<file path="src/rtl/weigh_pkg.sv">
// -----------------------------------------------------------------------------
// weigh_pkg
// Shared definitions for the load-cell weighing sequencer:
//   - sequencer state encoding
//   - raw sample / accumulator / net result widths
//   - saturation limits and the 34-bit to 32-bit saturating helper
// No ports (package).
// -----------------------------------------------------------------------------
package weigh_pkg;

   localparam int RAW_W        = 24;                  // converter code width
   localparam int NET_W        = 32;                  // net weight width
   localparam int AVG_LOG2_DEF = 3;                   // default window = 8 samples
   localparam int ACC_W        = RAW_W + AVG_LOG2_DEF; // accumulator width for default window
   localparam int DIFF_W       = RAW_W + 1;           // avg - tare / avg - prev_avg
   localparam int PROD_W       = 34;                  // difference * gram scale

   localparam logic signed [NET_W-1:0]  NET_MAX      = 32'sh7FFF_FFFF;
   localparam logic signed [NET_W-1:0]  NET_MIN      = 32'sh8000_0000;
   localparam logic signed [PROD_W-1:0] PROD_POS_LIM = 34'sh0_7FFF_FFFF;
   localparam logic signed [PROD_W-1:0] PROD_NEG_LIM = 34'sh3_8000_0000; // -2^31

   typedef enum logic [2:0] {
      ST_IDLE     = 3'd0,
      ST_TARE_ACC = 3'd1,
      ST_MEAS_ACC = 3'd2,
      ST_REPORT   = 3'd3,
      ST_ERROR    = 3'd4
   } state_e;

   // Clamp a signed product into the signed 32-bit result range.
   function automatic logic signed [NET_W-1:0] sat_net(input logic signed [PROD_W-1:0] p);
      logic signed [NET_W-1:0] r;
      if (p > PROD_POS_LIM) begin
         r = NET_MAX;
      end else if (p < PROD_NEG_LIM) begin
         r = NET_MIN;
      end else begin
         r = p[NET_W-1:0];
      end
      return r;
   endfunction

endpackage

</file>
<file path="src/rtl/weigh_avg_acc.sv">
// -----------------------------------------------------------------------------
// weigh_avg_acc
// Block averager: sums 2^AVG_LOG2 signed samples and reports the arithmetic
// mean together with a done pulse in the same cycle as the last sample, so the
// caller can register the result on that edge.
// Ports:
//   clk_50    in   system clock
//   rst_n     in   synchronous active-low reset
//   clr_i     in   discard partial window (dominates en_i)
//   en_i      in   accept sample_i into the window
//   sample_i  in   signed raw sample
//   avg_o     out  window mean, valid when done_o=1
//   done_o    out  current sample completes the window
// -----------------------------------------------------------------------------
module weigh_avg_acc
   import weigh_pkg::*;
#(
   parameter int AVG_LOG2 = 3
) (
   input  logic                    clk_50,
   input  logic                    rst_n,
   input  logic                    clr_i,
   input  logic                    en_i,
   input  logic signed [RAW_W-1:0] sample_i,
   output logic signed [RAW_W-1:0] avg_o,
   output logic                    done_o
);

   localparam int AW = RAW_W + AVG_LOG2;

   logic signed [AW-1:0]    acc_q, acc_d;
   logic signed [AW-1:0]    sum_s;
   logic signed [AW-1:0]    shr_s;
   logic [AVG_LOG2-1:0]     cnt_q, cnt_d;

   // Running sum including the current sample; window restarts after done.
   always_comb begin
      sum_s  = acc_q + {{AVG_LOG2{sample_i[RAW_W-1]}}, sample_i};
      shr_s  = sum_s >>> AVG_LOG2;
      avg_o  = shr_s[RAW_W-1:0];
      done_o = en_i && (cnt_q == {AVG_LOG2{1'b1}});
      acc_d  = acc_q;
      cnt_d  = cnt_q;
      if (clr_i) begin
         acc_d = '0;
         cnt_d = '0;
      end else if (done_o) begin
         acc_d = '0;
         cnt_d = '0;
      end else if (en_i) begin
         acc_d = sum_s;
         cnt_d = cnt_q + AVG_LOG2'(1);
      end else begin
         acc_d = acc_q;
         cnt_d = cnt_q;
      end
   end

   // Accumulator and sample-count registers.
   always_ff @(posedge clk_50) begin
      if (!rst_n) begin
         acc_q <= '0;
         cnt_q <= '0;
      end else begin
         acc_q <= acc_d;
         cnt_q <= cnt_d;
      end
   end

endmodule

</file>
<file path="src/rtl/weigh_seq_ctrl.sv">
// -----------------------------------------------------------------------------
// weigh_seq_ctrl
// Turns the converter sample stream into tare-corrected, gram-scaled weight
// results with a stability flag, offered on a valid/ready handshake.
// Optional build macro: WEIGH_AUTO_ZERO_EN (auto-zero tracking of tare when a
// stable reading lies within ZERO_BAND of the current tare).
// Ports:
//   clk_50        in   50 MHz system clock
//   rst_n         in   synchronous active-low reset
//   sample_valid  in   converter frame pulse
//   sample_raw    in   24-bit signed raw code
//   tare_req      in   tare capture request pulse
//   meas_en       in   continuous measurement enable
//   weight_net    out  saturated (avg - tare) * GRAM_SCALE
//   weight_valid  out  result valid
//   weight_ready  in   result accepted
//   stable        out  stability flag per completed window
//   tare_done     out  pulse after a tare capture
//   busy          out  accumulating or reporting
//   err_timeout   out  converter silent for TIMEOUT_CYC cycles
// -----------------------------------------------------------------------------
module weigh_seq_ctrl
   import weigh_pkg::*;
#(
   parameter int AVG_LOG2    = 3,
   parameter int STABLE_TH   = 200,
   parameter int STABLE_CNT  = 4,
   parameter int TIMEOUT_CYC = 5000000,
   parameter int GRAM_SCALE  = 182,
   parameter int ZERO_BAND   = 50
) (
   input  logic                    clk_50,
   input  logic                    rst_n,
   input  logic                    sample_valid,
   input  logic [RAW_W-1:0]        sample_raw,
   input  logic                    tare_req,
   input  logic                    meas_en,
   output logic signed [NET_W-1:0] weight_net,
   output logic                    weight_valid,
   input  logic                    weight_ready,
   output logic                    stable,
   output logic                    tare_done,
   output logic                    busy,
   output logic                    err_timeout
);

   localparam int SC_W  = $clog2(STABLE_CNT + 1);
   localparam int TMO_W = $clog2(TIMEOUT_CYC + 1);
   localparam logic [SC_W-1:0]          STAB_MAX = SC_W'(STABLE_CNT);
   localparam logic [TMO_W-1:0]         TMO_LIM  = TMO_W'(TIMEOUT_CYC);
   localparam logic [DIFF_W-1:0]        TH_C     = DIFF_W'(STABLE_TH);
   localparam logic signed [PROD_W-1:0] SCALE_C  = PROD_W'(GRAM_SCALE);

   state_e                  state_q, state_d;
   logic signed [RAW_W-1:0] tare_q, tare_d;
   logic signed [RAW_W-1:0] prev_q, prev_d;
   logic [SC_W-1:0]         stab_q, stab_d;
   logic                    first_q, first_d;
   logic                    pend_q, pend_d;
   logic [TMO_W-1:0]        tmo_q, tmo_d;
   logic signed [NET_W-1:0] net_q, net_d;
   logic                    stable_q, stable_d;
   logic                    tdone_q, tdone_d;
   logic                    valid_q, busy_q, err_q;

   logic                     acc_clr_s, acc_en_s, acc_done_s;
   logic signed [RAW_W-1:0]  acc_avg_s;
   logic signed [DIFF_W-1:0] avg_ext_s, diff_s, delta_s;
   logic [DIFF_W-1:0]        delta_abs_s;
   logic signed [PROD_W-1:0] diff_x_s, prod_s;
   logic [SC_W-1:0]          stab_new_s;
   logic [TMO_W-1:0]         tmo_inc_s;

   weigh_avg_acc #(
      .AVG_LOG2 (AVG_LOG2)
   ) u_avg (
      .clk_50   (clk_50),
      .rst_n    (rst_n),
      .clr_i    (acc_clr_s),
      .en_i     (acc_en_s),
      .sample_i (sample_raw),
      .avg_o    (acc_avg_s),
      .done_o   (acc_done_s)
   );

`ifdef WEIGH_AUTO_ZERO_EN
   localparam logic [DIFF_W-1:0] ZB_C = DIFF_W'(ZERO_BAND);
   logic [DIFF_W-1:0] zabs_s;

   // Distance of the fresh average from the current tare.
   always_comb begin
      zabs_s = diff_s[DIFF_W-1] ? DIFF_W'(-diff_s) : DIFF_W'(diff_s);
   end
`endif

   // Window arithmetic: net product, stability distance, stability count.
   always_comb begin
      avg_ext_s   = {acc_avg_s[RAW_W-1], acc_avg_s};
      diff_s      = avg_ext_s - {tare_q[RAW_W-1], tare_q};
      diff_x_s    = {{(PROD_W-DIFF_W){diff_s[DIFF_W-1]}}, diff_s};
      prod_s      = diff_x_s * SCALE_C;
      delta_s     = avg_ext_s - {prev_q[RAW_W-1], prev_q};
      delta_abs_s = delta_s[DIFF_W-1] ? DIFF_W'(-delta_s) : DIFF_W'(delta_s);
      tmo_inc_s   = sample_valid ? '0 : (tmo_q + TMO_W'(1));
      if (first_q) begin
         stab_new_s = '0;
      end else if (delta_abs_s <= TH_C) begin
         stab_new_s = (stab_q == STAB_MAX) ? stab_q : (stab_q + SC_W'(1));
      end else begin
         stab_new_s = '0;
      end
   end

   // Next-state and datapath update.
   always_comb begin
      state_d   = state_q;
      tare_d    = tare_q;
      prev_d    = prev_q;
      stab_d    = stab_q;
      first_d   = first_q;
      pend_d    = pend_q;
      net_d     = net_q;
      stable_d  = stable_q;
      tdone_d   = 1'b0;
      tmo_d     = '0;
      acc_clr_s = 1'b1;
      acc_en_s  = 1'b0;
      case (state_q)
         ST_IDLE: begin
            if (tare_req) begin
               state_d = ST_TARE_ACC;
            end else if (meas_en) begin
               state_d = ST_MEAS_ACC;
            end else begin
               state_d = ST_IDLE;
            end
         end
         ST_TARE_ACC: begin
            acc_clr_s = 1'b0;
            acc_en_s  = sample_valid;
            tmo_d     = tmo_inc_s;
            if (acc_done_s) begin
               tare_d  = acc_avg_s;
               tdone_d = 1'b1;
               stab_d  = '0;
               first_d = 1'b1;
               state_d = meas_en ? ST_MEAS_ACC : ST_IDLE;
            end else if (tmo_inc_s == TMO_LIM) begin
               state_d = ST_ERROR;
            end else begin
               state_d = ST_TARE_ACC;
            end
         end
         ST_MEAS_ACC: begin
            // A tare request wins over a coincident sample, which is dropped.
            acc_clr_s = tare_req;
            acc_en_s  = sample_valid && !tare_req && meas_en;
            tmo_d     = tmo_inc_s;
            if (tare_req) begin
               state_d = ST_TARE_ACC;
            end else if (!meas_en) begin
               first_d = 1'b1;
               state_d = ST_IDLE;
            end else if (acc_done_s) begin
               net_d    = sat_net(prod_s);
               stab_d   = stab_new_s;
               first_d  = 1'b0;
               prev_d   = acc_avg_s;
               stable_d = (stab_new_s == STAB_MAX);
               state_d  = ST_REPORT;
`ifdef WEIGH_AUTO_ZERO_EN
               if ((stab_new_s == STAB_MAX) && (zabs_s <= ZB_C)) begin
                  tare_d = acc_avg_s;
               end else begin
                  tare_d = tare_q;
               end
`endif
            end else if (tmo_inc_s == TMO_LIM) begin
               state_d = ST_ERROR;
            end else begin
               state_d = ST_MEAS_ACC;
            end
         end
         ST_REPORT: begin
            if (tare_req) begin
               pend_d = 1'b1;
            end else begin
               pend_d = pend_q;
            end
            if (weight_ready) begin
               if (pend_q || tare_req) begin
                  state_d = ST_TARE_ACC;
               end else if (meas_en) begin
                  state_d = ST_MEAS_ACC;
               end else begin
                  state_d = ST_IDLE;
               end
            end else begin
               state_d = ST_REPORT;
            end
         end
         ST_ERROR: begin
            if (tare_req) begin
               state_d = ST_TARE_ACC;
            end else if (!meas_en) begin
               state_d = ST_IDLE;
            end else begin
               state_d = ST_ERROR;
            end
         end
         default: begin
            state_d = ST_IDLE;
         end
      endcase
      // Fresh timeout window on every state change; pending tare consumed on entry.
      if (state_d != state_q) begin
         tmo_d = '0;
      end else begin
         tmo_d = tmo_d;
      end
      if ((state_d == ST_TARE_ACC) && (state_q != ST_TARE_ACC)) begin
         pend_d = 1'b0;
      end else begin
         pend_d = pend_d;
      end
   end

   // State, datapath and registered outputs.
   always_ff @(posedge clk_50) begin
      if (!rst_n) begin
         state_q  <= ST_IDLE;
         tare_q   <= '0;
         prev_q   <= '0;
         stab_q   <= '0;
         first_q  <= 1'b1;
         pend_q   <= 1'b0;
         tmo_q    <= '0;
         net_q    <= '0;
         stable_q <= 1'b0;
         tdone_q  <= 1'b0;
         valid_q  <= 1'b0;
         busy_q   <= 1'b0;
         err_q    <= 1'b0;
      end else begin
         state_q  <= state_d;
         tare_q   <= tare_d;
         prev_q   <= prev_d;
         stab_q   <= stab_d;
         first_q  <= first_d;
         pend_q   <= pend_d;
         tmo_q    <= tmo_d;
         net_q    <= net_d;
         stable_q <= stable_d;
         tdone_q  <= tdone_d;
         valid_q  <= (state_d == ST_REPORT);
         busy_q   <= (state_d == ST_TARE_ACC) || (state_d == ST_MEAS_ACC) ||
                     (state_d == ST_REPORT);
         err_q    <= (state_d == ST_ERROR);
      end
   end

   assign weight_net   = net_q;
   assign weight_valid = valid_q;
   assign stable       = stable_q;
   assign tare_done    = tdone_q;
   assign busy         = busy_q;
   assign err_timeout  = err_q;

endmodule

</file>
<file path="config.mk">
export PLATFORM = sky130hd
export DESIGN_NAME = weigh_seq_ctrl
export DESIGN_NICKNAME = d
export VERILOG_FILES = /design/src/rtl/weigh_pkg.sv /design/src/rtl/weigh_avg_acc.sv /design/src/rtl/weigh_seq_ctrl.sv
export SDC_FILE = /design/constraint.sdc
export NUM_CORES = 1
export LEC_CHECK = 0
export BUFFER_PORTS_ARGS = -buffer_cell sky130_fd_sc_hd__buf_2
export CORE_ASPECT_RATIO = 0.75
export CORE_MARGIN = 1.5
export CORE_UTILIZATION = 49
export CTS_BUF_LIST = sky130_fd_sc_hd__clkbuf_8
export CTS_CLUSTER_SIZE = 14
export DETAILED_ROUTE_END_ITERATION = 6
export HOLD_SLACK_MARGIN = 0.12
export PLACE_DENSITY_LB_ADDON = 0.15
export RECOVER_POWER = 50
export REMOVE_ABC_BUFFERS = 1
export SYNTH_ARGS = -nofsm -noshare
export SYNTH_HDL_FRONTEND = slang
export SYNTH_HIERARCHICAL = 1
export SYNTH_SLANG_ARGS = --single-unit
</file>
<file path="constraint.sdc">
create_clock -name clk_50 -period 11.62 [get_ports clk_50]
set_input_delay 0 -clock clk_50 [delete_from_list [all_inputs] [get_ports clk_50]]
set_output_delay 0 -clock clk_50 [all_outputs]
set_load 0.01 [all_outputs]
</file>
Word level (Yosys, flattened, before mapping)
Cells that the tools add are included.

storage, ports and cells
  flip-flop bits (word level) = 146
  input port bits = 30
  output and inout bits = 37
  logic and storage cells = 101

operators by class
  $add $sub $neg = 7
  multipliers = 1
  $lt $le $gt $ge = 3
  equal/unequal tests = 19
  muxes and demuxes = 33
  bitwise gates (word level) = 3
  reductions and logical operators = 20

operator list
  kind                                                                                number
  32-bit 2-to-1 mux                                                                   2
  3-bit 2-to-1 mux                                                                    17
  24-bit by 24-bit subtractor with 25-bit output                                      2
  34-bit by 32-bit greater-than comparator with 1-bit output (second input constant)  1
  34-bit by 32-bit < comparator with 1-bit output (second input constant)             1
  25-bit by 8-bit multiplier with 33-bit output (second input constant)               1
  27-bit adder                                                                        1
  25-bit by 8-bit less-or-equal comparator with 1-bit output (second input constant)  1
  25-bit 2-to-1 mux                                                                   1
  25-bit negator                                                                      1
  23-bit by 1-bit adder with 23-bit output (second input constant)                    1
  23-bit equality test (second input constant)                                        1
  23-bit 2-to-1 mux                                                                   1
  3-bit equality test (second input constant)                                         5
  3-bit one-hot mux with 5 select lines                                               1
  3-bit by 2-bit equality test with 1-bit output (second input constant)              4
  2-bit != test (second input constant)                                               4
  4-bit AND reduction                                                                 2
  3-bit by 1-bit adder with 3-bit output (second input constant)                      2
  3-bit by 1-bit equality test with 1-bit output (second input constant)              2
  1-bit one-hot mux with 2 select lines                                               3
  3-bit one-hot mux with 2 select lines                                               1
  2-bit AND reduction                                                                 3
  3-bit OR reduction                                                                  2
  other kinds (13)                                                                    26

Logic depth before layout (Yosys ltp)
  depth after elaboration = 12
  gate-level depth with buffers = 43
  depth with buffers taken out = 41

By module
Netlist, hierarchy kept.

by module, submodules not included
  module          times used  cells each  area an instance (µm²)  seq. area each (µm²)
  weigh_seq_ctrl  1           1,622       12,469.5                2,322.2
  weigh_avg_acc   1           355         2,891.5                 600.6

Worst setup path before layout
No wires, ideal clock.

  kind = register -> register
  from = reg u_avg.acc_q[0]
  to = reg net_q[2] (netlist: weight_net[2])
  library setup time = 0.133 ns
  data arrival time = 8.254 ns
  required time = 11.487 ns
  setup slack = 3.232 ns
  cell stages (with the launch flop) = 42
  path buffers = 3
  clock period less this slack = 8.388 ns
  cell sequence = dfxtp_1 ha_1 inv_1 fa_1 nor2b_4 o31a_1 o31a_1 a41oi_4 xnor2_1 buf_4 ha_1 clkbuf_1 nand4_1 a211oi_1 nor3_1 o31ai_1 a21oi_1 o21bai_1 [... 6 more ...] xor2_1 fa_1 inv_1 fa_1 inv_1 ha_1 a21o_1 a21o_1 a21oi_1 o21ai_0 a211oi_1 o21ai_0 nor2b_1 o21ai_0 a21oi_1 o211ai_1 clkbuf_1 o211ai_1

on the way
  cells in the longest elaborated chain, start to end = 6
  elaborated cells on any way between the ends = 7
  those cells by class = add/sub (2); mul (1); order compare (2); mux (2)

ends and longest elaborated chain
  item                                                RTL line               source
  start: declaration                                  weigh_avg_acc.sv:31    logic signed [AW-1:0] acc_q, acc_d;
  start signal: assignment                            weigh_avg_acc.sv:62    acc_q <= '0;
  start signal: assignment                            weigh_avg_acc.sv:65    acc_q <= acc_d;
  27-bit adder (*)                                    weigh_avg_acc.sv:38    sum_s = acc_q + {{AVG_LOG2{sample_i[RAW_W-1]}}, sample_i};
  named net u_avg.sum_s[10]                           weigh_avg_acc.sv:32    logic signed [AW-1:0] sum_s;
  24-bit by 24-bit subtractor with 25-bit output (*)  weigh_seq_ctrl.sv:99   diff_s = avg_ext_s - {tare_q[RAW_W-1], tare_q};
  25-bit by 8-bit multiplier with 33-bit output (*)   weigh_seq_ctrl.sv:101  prod_s = diff_x_s * SCALE_C;
  34-bit by 32-bit < comparator with 1-bit output     weigh_pkg.sv:36        end else if (p < PROD_NEG_LIM) begin
  32-bit 2-to-1 mux                                   weigh_pkg.sv:36
  32-bit 2-to-1 mux (*)                               weigh_pkg.sv:34        if (p > PROD_POS_LIM) begin
  end signal: assignment                              weigh_seq_ctrl.sv:252  net_q <= net_d;
  end: declaration                                    weigh_seq_ctrl.sv:61   logic signed [NET_W-1:0] net_q, net_d;

The timed path passes the listed nets; every way through them passes the cells marked *.
A chain may end at the register's enable or synchronous reset.

Worst setup path in the final report
  from = reg u_avg.acc_q[0]
  to = reg net_q[9] (netlist: weight_net[9])

on the way
  cells in the longest elaborated chain, start to end = 6
  elaborated cells on any way between the ends = 7
  those cells by class = add/sub (2); mul (1); order compare (2); mux (2)

ends and longest elaborated chain
  item                                                RTL line               source
  27-bit adder (*)                                    weigh_avg_acc.sv:38
  named net acc_avg_s[7]                              weigh_seq_ctrl.sv:67   logic signed [RAW_W-1:0] acc_avg_s;
  24-bit by 24-bit subtractor with 25-bit output (*)  weigh_seq_ctrl.sv:99
  25-bit by 8-bit multiplier with 33-bit output (*)   weigh_seq_ctrl.sv:101
  34-bit by 32-bit < comparator with 1-bit output     weigh_pkg.sv:36
  32-bit 2-to-1 mux                                   weigh_pkg.sv:36
  32-bit 2-to-1 mux (*)                               weigh_pkg.sv:34

Marked as above.

==> results list <==
* Clock-pin slew reported for the worst setup and hold paths after clock tree synthesis: 0.09 ns
- Maximum number of pins on one net before global-route repair: 58
- Final net count: 2236
* Power Dens Cells: 243 mW/mm^2
* Share of post-route cells with drive strength above 1: 5.77%
* Sum Neg Setup Slack: 0 ns
- Top cell type by total area after synthesis: dfxtp_1
- Most used flip-flop cell after synthesis: dfxtp_1
* Chip height: 156 um
- Leaving out filler cells and counting taps, the final layout contains 2391.
* Initial standard-cell utilization of the core: 50.4%
- The count of pins over their slew limit is 139.
* Synthesized cell area: 0.0154 mm^2
- HPWL after detailed placement: 27.9 mm
- The internal portion of the total power is 2.02 mW.
* Count of antenna-violating nets left after detailed routing: 0
- Endpoints failing hold: 0
* Number of rows created at floorplan: 55
- Worst clock skew: 0.0125 ns
- Status: finished with violations
* Count of pins on the block boundary: 67
- VDD IR max: 0.294 mV
* Quantity of I/O buffers inserted on ports: 66
- In this run the worst path has a maximum fanout of 30.
- In this run the most critical hold path is launched from sample_raw[12].
- The worst setup path is launched from a flip-flop.
- First-pass GRT wire length: 60.6 mm
- Longest Clk Path Bufs: 2
- Net switching power figure: 1.93 mW
* Length in cells of the worst reg-to-reg path: 37
* Number of DRC markers in iteration 0: 917
- Sum of internal, switching and leakage power: 3.95 mW
- Cells fill 53.3% of the core in the end.
- Num CTS Buffers: 17
* Synthesized area divided by synthesized cell count: 7.77 um^2
- Endpoints failing setup: 0
* Initial antenna violation count: 0
- # Max-Cap Violations: 3
- Worst reg2reg path startpoint: u_avg/acc_q[0]
* Type of the tightest min-delay check: input port to flip-flop
- Arrival time at the worst endpoint: 10.72 ns
- Layout area overhead: 5.74%
- Min-Delay Endpoint: prev_q[9]
- For flop-to-flop paths, the worst setup slack is 1.33 ns.
- Number of enable-type register cells in the synthesized netlist: 0
* Remaining routing DRC violations: 6
- Combinational logic burns 75.9% of the power.
* Setup repair after global routing missed its margin: no
- Inserted Diodes: 0
- Worst skew pair latency: 0.49 ns
- Routability-driven placement finished with a final weighted congestion of 0.932.
* Number of standard cells after synthesis: 1977
- The clock period could shrink to 10.30 ns.
- For this run, asynchronously set or reset flops after synthesis account for 0%.
- Sequential share of the synthesized area: 19.0%
- For the worst setup path, the data required time is 12.04 ns.
* Full die area: 0.0324 mm^2
- CTS tree: yes
- The region available for standard cell placement spans 0.0305 mm^2.
* Overall routing resource usage: 22.7%
* Total routed wirelength: 36.0 mm
* Fmax achieved: 97.1 MHz
* Number of unique standard cell types used by synthesis: 98
- Register bit count reported by yosys: 146
- In this run the horizontal extent of the chip is 207 um.
* Part of the power in registers: 12.8%
- Cell at the slowest stage of the critical path: o31ai_4
- STA classifies the critical path endpoint as a flip-flop.
- Switching part of the total: 48.9%
- Cells on Worst Hold Path: 5
- The detailed router placed 13399 vias in this run.
* Share of the synthesized area in the top cell type: 19.0%
* Clock network power share: 11.3%
* Failing checks: design-rule violations, max-capacitance violations, max-slew violations
- Max incr delay on CP: 1.01 ns
* R2R Path End: weight_net[9]
* Routed wire per std cell: 15.0 um
- Dividing the detail-routed via count by the number of cells gives 5.60.
* Vias in the first global route: 12088
- Root cell of the clock tree: clkbuf_8
- By startpoint and endpoint, the worst setup path is classified as flip-flop to flip-flop.
- At the pin with the least slew margin, the transition time is 2.85 ns.
- Number of detailed-routing iterations run before antenna repair: 7
* Leakage power summed over all cells: 6.82 nW
- Measured against its own limit, the worst slew margin works out to -89.7%.
- Counting tap cells, the placed design contains a total of 2350 instances.
- # H-tree levels: 4
- Clock Sinks: 146
- For this run the aggregate overflow at the end of global routing stands at 0.
* Top cells by area, synth: dfxtp_1, ha_1, fa_1
- During synthesis, Yosys emitted a total of 6 warnings.
- Most frequent cell on the critical path: a21oi_1
- Period Utilization, post-route: 88.6%
-- cell families after synthesis --
family / count (synthesis) / share of synthesized area (%)
xor gates and xnor gates: 116 / 6.61
AOI/OAI and AO/OA: 522 / 22.2
and+or+nand+nor: 600 / 19.4
adders and majority gates: 225 / 21.6
DFF: 146 / 19.0
muxes: 33 / 2.17
buffers and inverters: 335 / 8.92
-- sequential cells by signal, summed over array words and instances, names as in the netlist --
register,cells
busy,1
stable,1
u_avg/cnt_q,3
tmo_q,23
pend_q,1
err_timeout,1
first_q,1
weight_valid,1
prev_q,24
tare_q,24
stab_q,3
tare_done,1
state_q,3
u_avg/acc_q,27
weight_net,32
-- layout by cell type, fill, tap and decap left out, types with 19 or more instances in the layout --
cell type and count:
clkbuf_8 19, xnor2_1 75, a21oi_1 196, nand4_1 21, nor3_1 31, inv_1 234, o21ai_0 90, xor2_1 41
dfxtp_1 146, nand2_1 193, a21o_1 53, mux2i_1 30, clkbuf_1 41, buf_2 29, fa_1 67, and3_1 24
nand3_1 60, ha_1 158, nor2_1 134
-- power groups by stage --
| stage | Sequential, mW | Clock [mW] | Combinational [mW] |
|---|---|---|---|
| after floorplan | 0.516 | 0 | 2.44 |
| after global placement | 0.517 | 0 | 2.95 |
| after detailed placement | 0.517 | 0 | 2.98 |
| after CTS | 0.505 | 0.461 | 3.00 |
| after global routing | 0.506 | 0.479 | 3.42 |
| final | 0.505 | 0.446 | 3.00 |
-- timing repair --
action                                 in CTS  in global routing
endpoints found under the hold margin      46                  0
hold buffers                               11                  0
buffers inserted                            0                  0
gates resized for setup                     0                  0
-- Yosys cell counts (6+ instances only) --
| cell | instances |
|---|---|
| nor2b_1 | 15 |
| nor3_1 | 31 |
| o21bai_1 | 17 |
| o21ai_1 | 8 |
| clkbuf_1 | 63 |
| xnor2_1 | 75 |
| nand3b_1 | 10 |
| o22ai_1 | 9 |
| nor2_1 | 134 |
| o2111ai_1 | 6 |
| and2_1 | 20 |
| buf_4 | 26 |
| nand4_1 | 21 |
| and4_1 | 7 |
| nand3_1 | 60 |
| inv_1 | 234 |
| a21oi_1 | 196 |
| a21o_1 | 53 |
| xor2_1 | 41 |
| o211ai_1 | 13 |
| nand4b_1 | 6 |
| a211oi_1 | 11 |
| dfxtp_1 | 146 |
| nand2_1 | 194 |
| nor3b_1 | 14 |
| a31oi_1 | 17 |
| nand2b_1 | 18 |
| a31o_2 | 6 |
| mux2i_1 | 30 |
| ha_1 | 158 |
| or3_1 | 14 |
| fa_1 | 67 |
| nor4_1 | 6 |
| o21ai_0 | 90 |
| o21a_1 | 17 |
| and3_1 | 24 |
-- how the worst max path moves through the flow --
stage               cells past startpoint      startpoint  slack, ns        endpoint
floorplan                              37  u_avg/acc_q[0]       2.24  weight_net[10]
detailed placement                     37  u_avg/acc_q[0]       1.51  weight_net[10]
global route                           37  u_avg/acc_q[0]       0.43  weight_net[29]
global placement                       38  u_avg/acc_q[0]       1.71  weight_net[10]
finish                                 37  u_avg/acc_q[0]       1.33   weight_net[9]
CTS                                    37  u_avg/acc_q[0]       1.47  weight_net[10]
-- through the flow --
| stage | instance area (um^2) | worst slack, ns | hold WS [ns] |
|---|---|---|---|
| finish | 16200 | 1.33 | 0.211 |
| global route | 16200 | 0.433 | 0.206 |
| CTS | 16300 | 1.47 | 0.175 |
| detailed placement | 15800 | 1.51 | 0.283 |
| global placement | 15800 | 1.71 | 0.274 |
| floorplan | 14900 | 2.24 | 0.0619 |
-- routing by layer --
metal | share of wire (%) | vias up | global-route usage [%]
met3 | 6.1 | 25 | 4.84
met1 | 53 | 6252 | 35.0
li1 | - | 6815 | -
met4 | 0.93 | 0 | 4.31
met5 | 0 | - | 0
met2 | 40 | 307 | 32.1
-- layout make-up --
type | instances | area (um^2)
clock buffer | 19 | 262
clock inverter | 11 | 153
fill | 3007 | 14200
inverter | 235 | 882
multi-input combinational | 1496 | 11100
sequential | 146 | 2920
tap | 399 | 499
timing repair buffer | 85 | 439
-- critical path, delay by kind of cell, from the launching register on --
family	cells	cell delay, ns
compound gates	19	5.09
fa+ha+maj	7	2.72
xor+xnor	3	1.12
simple gates	4	0.55
buf+inv	4	0.36
flops	1	0.34
No activity file was read; power rests on OpenSTA's default activity.
